--- src/rtl/spi_ram_ctrl.sv ---
// spi_ram_ctrl: decodes SPI slave command words into byte-RAM accesses and returns read data on a held tx handshake
module spi_ram_ctrl #(
    parameter int ADDR_SIZE = 8,
    parameter int TX_HOLD   = 9
) (
    input  logic       clk,
    input  logic       rst_n,
    input  logic [9:0] rx_data,
    input  logic       rx_valid,
    output logic [7:0] tx_data,
    output logic       tx_valid,
    output logic       busy,
    output logic       err_cmd
);
    localparam int HW = TX_HOLD > 1 ? $clog2(TX_HOLD) : 1;
    typedef enum logic [1:0] {ST_IDLE, ST_READ, ST_TX} state_t;
    state_t state, state_nx;
    logic [1:0] op;
    logic [7:0] pay;
    logic [ADDR_SIZE-1:0] wr_addr, rd_addr;
    logic wr_addr_vld, rd_addr_vld;
    logic [HW-1:0] hold_cnt;
    logic [7:0] rd_q;
    logic [7:0] mem [2**ADDR_SIZE];
    logic wr_go, rd_go, rej;
    assign op  = rx_data[9:8];
    assign pay = rx_data[7:0];
    always_comb begin
        wr_go    = rst_n && rx_valid && op == 2'b01 && wr_addr_vld;
        rd_go    = rst_n && rx_valid && op == 2'b11 && rd_addr_vld && state == ST_IDLE;
        rej      = rx_valid && ((op == 2'b01 && !wr_addr_vld) || (op == 2'b11 && !rd_go));
        state_nx = state;
        state_nx = state == ST_IDLE ? (rd_go ? ST_READ : ST_IDLE) :
                   state == ST_READ ? ST_TX :
                   hold_cnt == '0   ? ST_IDLE : ST_TX;
    end
    always_ff @(posedge clk) begin
        if (!rst_n) state <= ST_IDLE;
        else        state <= state_nx;
    end
    always_ff @(posedge clk) begin
        if (!rst_n) begin
            tx_data     <= '0;
            tx_valid    <= 1'b0;
            busy        <= 1'b0;
            err_cmd     <= 1'b0;
            wr_addr     <= '0;
            rd_addr     <= '0;
            wr_addr_vld <= 1'b0;
            rd_addr_vld <= 1'b0;
            hold_cnt    <= '0;
        end else begin
            err_cmd <= rej;
            if (rx_valid && op == 2'b00) begin
                wr_addr     <= pay[ADDR_SIZE-1:0];
                wr_addr_vld <= 1'b1;
            end else if (wr_go) begin
                wr_addr <= wr_addr + ADDR_SIZE'(1);
            end
            if (rx_valid && op == 2'b10) begin
                rd_addr     <= pay[ADDR_SIZE-1:0];
                rd_addr_vld <= 1'b1;
            end else if (rd_go) begin
                rd_addr <= rd_addr + ADDR_SIZE'(1);
            end
            if (rd_go) busy <= 1'b1;
            if (state == ST_READ) begin
                tx_data  <= rd_q;
                tx_valid <= 1'b1;
                hold_cnt <= HW'(TX_HOLD - 1);
            end else if (state == ST_TX) begin
                if (hold_cnt == '0) begin
                    tx_valid <= 1'b0;
                    busy     <= 1'b0;
                end else begin
                    hold_cnt <= hold_cnt - HW'(1);
                end
            end
        end
    end
    // RAM is deliberately not reset; the read port snapshots the byte so later writes cannot disturb a pending response
    always_ff @(posedge clk) begin
        if (wr_go) mem[wr_addr] <= pay;
        if (rd_go) rd_q <= mem[rd_addr];
    end
endmodule

--- config.mk ---
export PLATFORM = sky130hd
export DESIGN_NAME = spi_ram_ctrl
export DESIGN_NICKNAME = d
export VERILOG_FILES = /design/src/rtl/spi_ram_ctrl.sv
export SDC_FILE = /design/constraint.sdc
export NUM_CORES = 2
export LEC_CHECK = 0
export CAP_MARGIN = 20
export CORE_ASPECT_RATIO = 0.75
export CORE_MARGIN = 2
export CORE_UTILIZATION = 46
export CTS_CLUSTER_DIAMETER = 30
export DETAILED_ROUTE_END_ITERATION = 16
export HOLD_SLACK_MARGIN = 0.15
export PLACE_DENSITY_LB_ADDON = 0.25
export SLEW_MARGIN = 20
export SYNTH_ARGS = -nofsm -noshare
export SYNTH_HDL_FRONTEND = slang
export SYNTH_SLANG_ARGS = --single-unit
--- constraint.sdc ---
create_clock -name clk -period 3.1 [get_ports clk]
set_input_delay 0.31 -clock clk [delete_from_list [all_inputs] [get_ports clk]]
set_output_delay 0.31 -clock clk [all_outputs]
set_load 0.05 [all_outputs]
# [Yosys cells after proc, flatten, opt, wreduce, memory -nomap -nowiden]
# Memories as Yosys holds them, arrays and structs flattened. A register that Yosys moved wholly into a read port is not among the register bits.
# Index checks and enable logic that the tools add are counted.
[word_totals] regBits=35 mem_bits_rw=2048 inputBits=13 out_inout_bits=11 elab_cells=68 memories=1
[op_classes] n_addsub=3 eq_ne=6 n_mux=20 bitwise=2 reduce_logical=25
[memory_table] name="mem" depth=256 word_bits=8 read_ports=1 rd_ports_with_merged_regs=1 write_ports=1 line_no="24" rtl="logic [7:0] mem [2**ADDR_SIZE];"
[ops] operator="8-bit 2-to-1 mux" n=4
[ops] operator="8-bit by 1-bit adder with 8-bit output (second input constant)" n=2
[ops] operator="4-bit 2-to-1 mux" n=3
[ops] operator="1-bit logical AND" n=11
[ops] operator="1-bit 2-to-1 mux" n=10
[ops] operator="2-bit nonzero test" n=4
[ops] operator="2-bit equality test (second input constant)" n=3
[ops] operator="2-bit 2-to-1 mux" n=3
[ops] operator="2-bit AND reduction" n=3
[ops] operator="2-bit by 1-bit equality test with 1-bit output (second input constant)" n=2
[ops] operator="2-bit zero test" n=2
[ops] operator="4-bit zero test" n=1
[ops] operator="4-bit by 1-bit subtractor with 4-bit output (second input constant)" n=1
[ops] operator="1-bit zero test" n=2
[ops] operator="2-bit inequality test (second input constant)" n=1
[ops] operator="1-bit inverter" n=2
[ops] operator="2-bit OR reduction" n=1
[ops] operator="1-bit logical OR" n=1

# [Longest topological paths before layout]
[depth] depth_word=8 depth_mapped=12 mapped_depth_nobuf=9

# [Least setup slack after synthesis]
# OpenSTA, ideal clock, no wires.
[synth_path] kind="register to register" from="reg rd_addr[0]" to="reg rd_q[3] (read register of mem), data pin" setup_time_ns=0.271 arrival_ns=2.253 t_required_ns=2.829 setup_slack_ns=0.576 stages_incl_launch_ff=10 path_buffers=4 synth_period_minus_slack_ns=2.524 path_cell_list="dfxtp_1 buf_6 buf_6 buf_6 buf_2 mux4_2 a31oi_1 nand3_1 o41ai_1 o32ai_1"
[synth_rtl] element="from (decl)" line_no="20" rtl="logic [ADDR_SIZE-1:0] wr_addr, rd_addr;"
[synth_rtl] element="from (signal assigned)" line_no="61" rtl="rd_addr <= pay[ADDR_SIZE-1:0];"
[synth_rtl] element="from (signal assigned)" line_no="64" rtl="rd_addr <= rd_addr + ADDR_SIZE'(1);"
[synth_rtl] element="to (decl)" line_no="23" rtl="logic [7:0] rd_q;"

==> flow_summary.ini <==
[timing]
relSlewSlack_pct = 26.3
setup_tns_ns = -0.159
max_freq_ghz = 0.314
setup_viol = 2
slew_viol_final = 0
fin_skew_ns = 0.0639
period_share_pct = 103
hold_ws_ns = 0.160
fin_crit_ns = 3.18
layout_setup_ws_ns = -0.0832
finalHoldViolCount = 0
worst_pin_slew_ns = 1.11
rsz0062_at_grt = yes

[placement]
dpl.hpwl_um = 153000
gp_congestion = 0.911
io_buffers = 23

[yosys]
synth_edf_count = 2056
ys_warn_count = 0
synthCells = 3945
ys_seq_area_share_pct = 76.5
synth_top_flop_cell = edfxtp_1
synth_top_area_share_pct = 75.7
postSynthAreaPerCell_um2 = 20.7
synth_cell_types = 77
yosysMostFrequentCell = edfxtp_1
syn-num-nets = 3967
syn_area_um2 = 81600
synth.largest_area_cell = edfxtp_1
synth_top_cells_by_count = edfxtp_1, mux4_2, nor2_1
ys_async_sr_fraction_pct = 0
ys_ff_latch = 2091
ys_top_cells_by_area = edfxtp_1, mux4_2, mux2i_1

[final_layout]
diodes = 0
drive_above_1_share_pct = 35.5
fillers = 12900
syn2layout_area_growth_pct = 23.8
fin_nets = 4775
fin_util_pct = 57.5
multi_input_area_um2 = 18000
ff_latch_area_um2 = 62500

[global_routing]
antenna_found_initial = 9
grt_start_max_net_pins = 159
grt_pass1_wl_um = 337000
grt.total_usage_pct = 26.3
grt.overflow.total = 0
grt_pass1_vias = 43900

[floorplan]
io_pins = 24
fp.dieH_um = 369
die_w_um = 490
core_um2 = 176000
start_util_pct = 46.4
die_area_um2 = 181000
rows = 133

[setup_path]
crit_path_start_kind = register
worst-path-max-fanout = 24
path_cells = buf_12 -> nand2_1 -> nor2_1 -> a21oi_1 -> o21ai_1 -> a211o_1 -> a32o_1
cp_slowest_stage_delay_ns = 0.89
required_ns = 3.89
crit_buf_inv = 1
crit_arrival_ns = 3.97
endpoint_kind = register
criticalPathCategory = reg -> reg
crit_family = simple AND/OR/NAND/NOR gates
critPathSlowestCell = nor2_1

[drt]
vias_per_cell = 6.16
wl_per_cell_um = 32.6
detail-route-antenna-nets = 0
vias = 45400
drt-total-wl_um = 240000
drt_iter0_markers = 7463
first_pass_iters = 6
remaining_drc_errors = 0

[hold_path]
min_path_type = in -> reg

[clock_tree]
cts_buffer_depth = 4
cts.sinks = 2091
cts_root_buf = clkbuf_16
path_clk_slew_ns = 0.05
cts.htree.levels = 5
clock_latency_ns = 0.93
cts_tree = built
cts_made_buffers = 336

[outcome]
violations = setup timing
status = finished with violations

[power]
ir_worst_vdd_mv = 0.513
powerDensity_nw_per_um2 = 697
p_leak_nw = 32.3

[flow_run]
cap_violations = 0
registers in the layout, indices dropped and copies added (netlist names), 2 cells and up:
register  flops
rd_addr       8
rd_q          8
state         2
tx_data       8
mem        2048
hold_cnt      4
wr_addr       8
worst register-to-register path, delay by kind of cell, from the launching register on:
| family | cells | cell delay, ns |
|---|---|---|
| flops | 1 | 0.49 |
| buf+inv | 1 | 0.31 |
| simple gates | 2 | 1.19 |
| compound gates | 4 | 1.07 |
power breakdown:
part           internal, W  leakage (nW)  total (W)  switching (W)
registers           0.0311          18.8     0.0311      0.0000263
clock network       0.0231          5.26     0.0367         0.0135
logic             0.000954          8.31    0.00266        0.00170
total               0.0551          32.3     0.0704         0.0153
routing by layer:
layer | track usage, % | vias to the layer above | wire length [um]
met5 | 0 | - | 38
met4 | 8.35 | 6 | 6920
met3 | 6.54 | 409 | 30600
met2 | 37.0 | 3054 | 103000
met1 | 40.4 | 23700 | 99100
li1 | - | 18200 | -
logic make-up (layout without fill, tap and decap cells):
family                   Yosys count  after routing  synth area share, %
AND/OR/NAND/NOR                  542            542                 2.87
multiplexers                     654            654                 15.0
buffers and inverters            254           1314                 1.89
XOR/XNOR                           5              5               0.0537
AO/OA/AOI/OAI                    390            390                 3.47
flip-flops                      2091           2091                 76.5
adder cells (fa/ha/maj)            9              9                0.138
through the flow:
| step | instances | total power [W] | setup WS, ns | instance area, um^2 |
|---|---|---|---|---|
| 2_1_floorplan | 3945 | 0.0327 | 0.576 | 81600 |
| 6_report | 7367 | 0.0704 | -0.0832 | 101000 |
| 3_3_place_gp | 6749 | 0.0342 | -0.707 | 89200 |
| 3_5_place_dp | 6749 | 0.0342 | -0.351 | 89200 |
| 5_1_grt | 7367 | 0.0721 | -0.0410 | 101000 |
| 4_1_cts | 7353 | 0.0707 | 0.000415 | 101000 |
layout by cell type (no fill, tap or decap), types with 10 or more instances in the layout:
cell type | Yosys | layout
edfxtp_1 | 2056 | 2056
buf_4 | 24 | 593
mux4_2 | 457 | 457
clkbuf_16 | 0 | 343
nor2_1 | 314 | 312
mux2i_1 | 186 | 183
nand2_1 | 87 | 86
a21oi_1 | 78 | 75
a22oi_1 | 73 | 66
buf_12 | 5 | 63
clkinvlp_4 | 0 | 53
inv_6 | 0 | 41
nand3_1 | 57 | 39
a221oi_1 | 42 | 36
bufinv_16 | 0 | 35
clkinv_1 | 2 | 34
o21ai_0 | 38 | 30
clkinv_4 | 0 | 30
clkinv_2 | 0 | 28
dfxtp_1 | 35 | 28
a211oi_1 | 29 | 25
o221ai_1 | 22 | 21
nand3_2 | 0 | 18
clkbuf_1 | 89 | 18
nor2b_1 | 22 | 16
clkdlybuf4s50_1 | 0 | 15
buf_6 | 32 | 14
nand2b_1 | 12 | 12
a22o_1 | 12 | 12
mux2_2 | 11 | 11
inv_8 | 0 | 11
inv_1 | 11 | 10
o32ai_1 | 10 | 10
o21ai_1 | 3 | 10
o22ai_1 | 10 | 10
final timing paths:
| path | startpoint | endpoint | slack (ns) | cells past startpoint |
|---|---|---|---|---|
| setup / recovery | rd_addr[2]$_SDFFE_PN0P_ | rd_q[5]$_DFFE_PP_ | -0.08 | 7 |
| hold / removal | rx_data[0] | mem[234][0]$_DFFE_PP_ | 0.16 | 1 |
| setup reg to reg | rd_addr[2]$_SDFFE_PN0P_ | rd_q[5]$_DFFE_PP_ | -0.08 | 7 |
| hold reg to reg | wr_addr_vld$_SDFFE_PN0P_ | wr_addr_vld$_SDFFE_PN0P_ | 0.46 | 2 |
layout make-up:
| type | count | share of cell area (%) |
|---|---|---|
| Sequential cell | 2091 | 61.8 |
| Multi-Input combinational cell | 1600 | 17.8 |
| Clock buffer | 357 | 8.47 |
| Timing Repair Buffer | 710 | 6.40 |
| Tap cell | 2362 | 2.93 |
| Clock inverter | 233 | 2.49 |
| Inverter | 14 | 0.0533 |
repair_timing:
| action | 4_1_cts | 5_1_grt |
|---|---|---|
| pin swaps | 3 | 9 |
| gates cloned | 1 | 4 |
| buffers inserted | 7 | 10 |
| resized for setup | 28 | 45 |
| hold buffers | 7 | 0 |
| setup endpoints to repair | 8 | 8 |
| endpoints found under the hold margin | 422 | 0 |
Power figures use the tool's default switching activity.
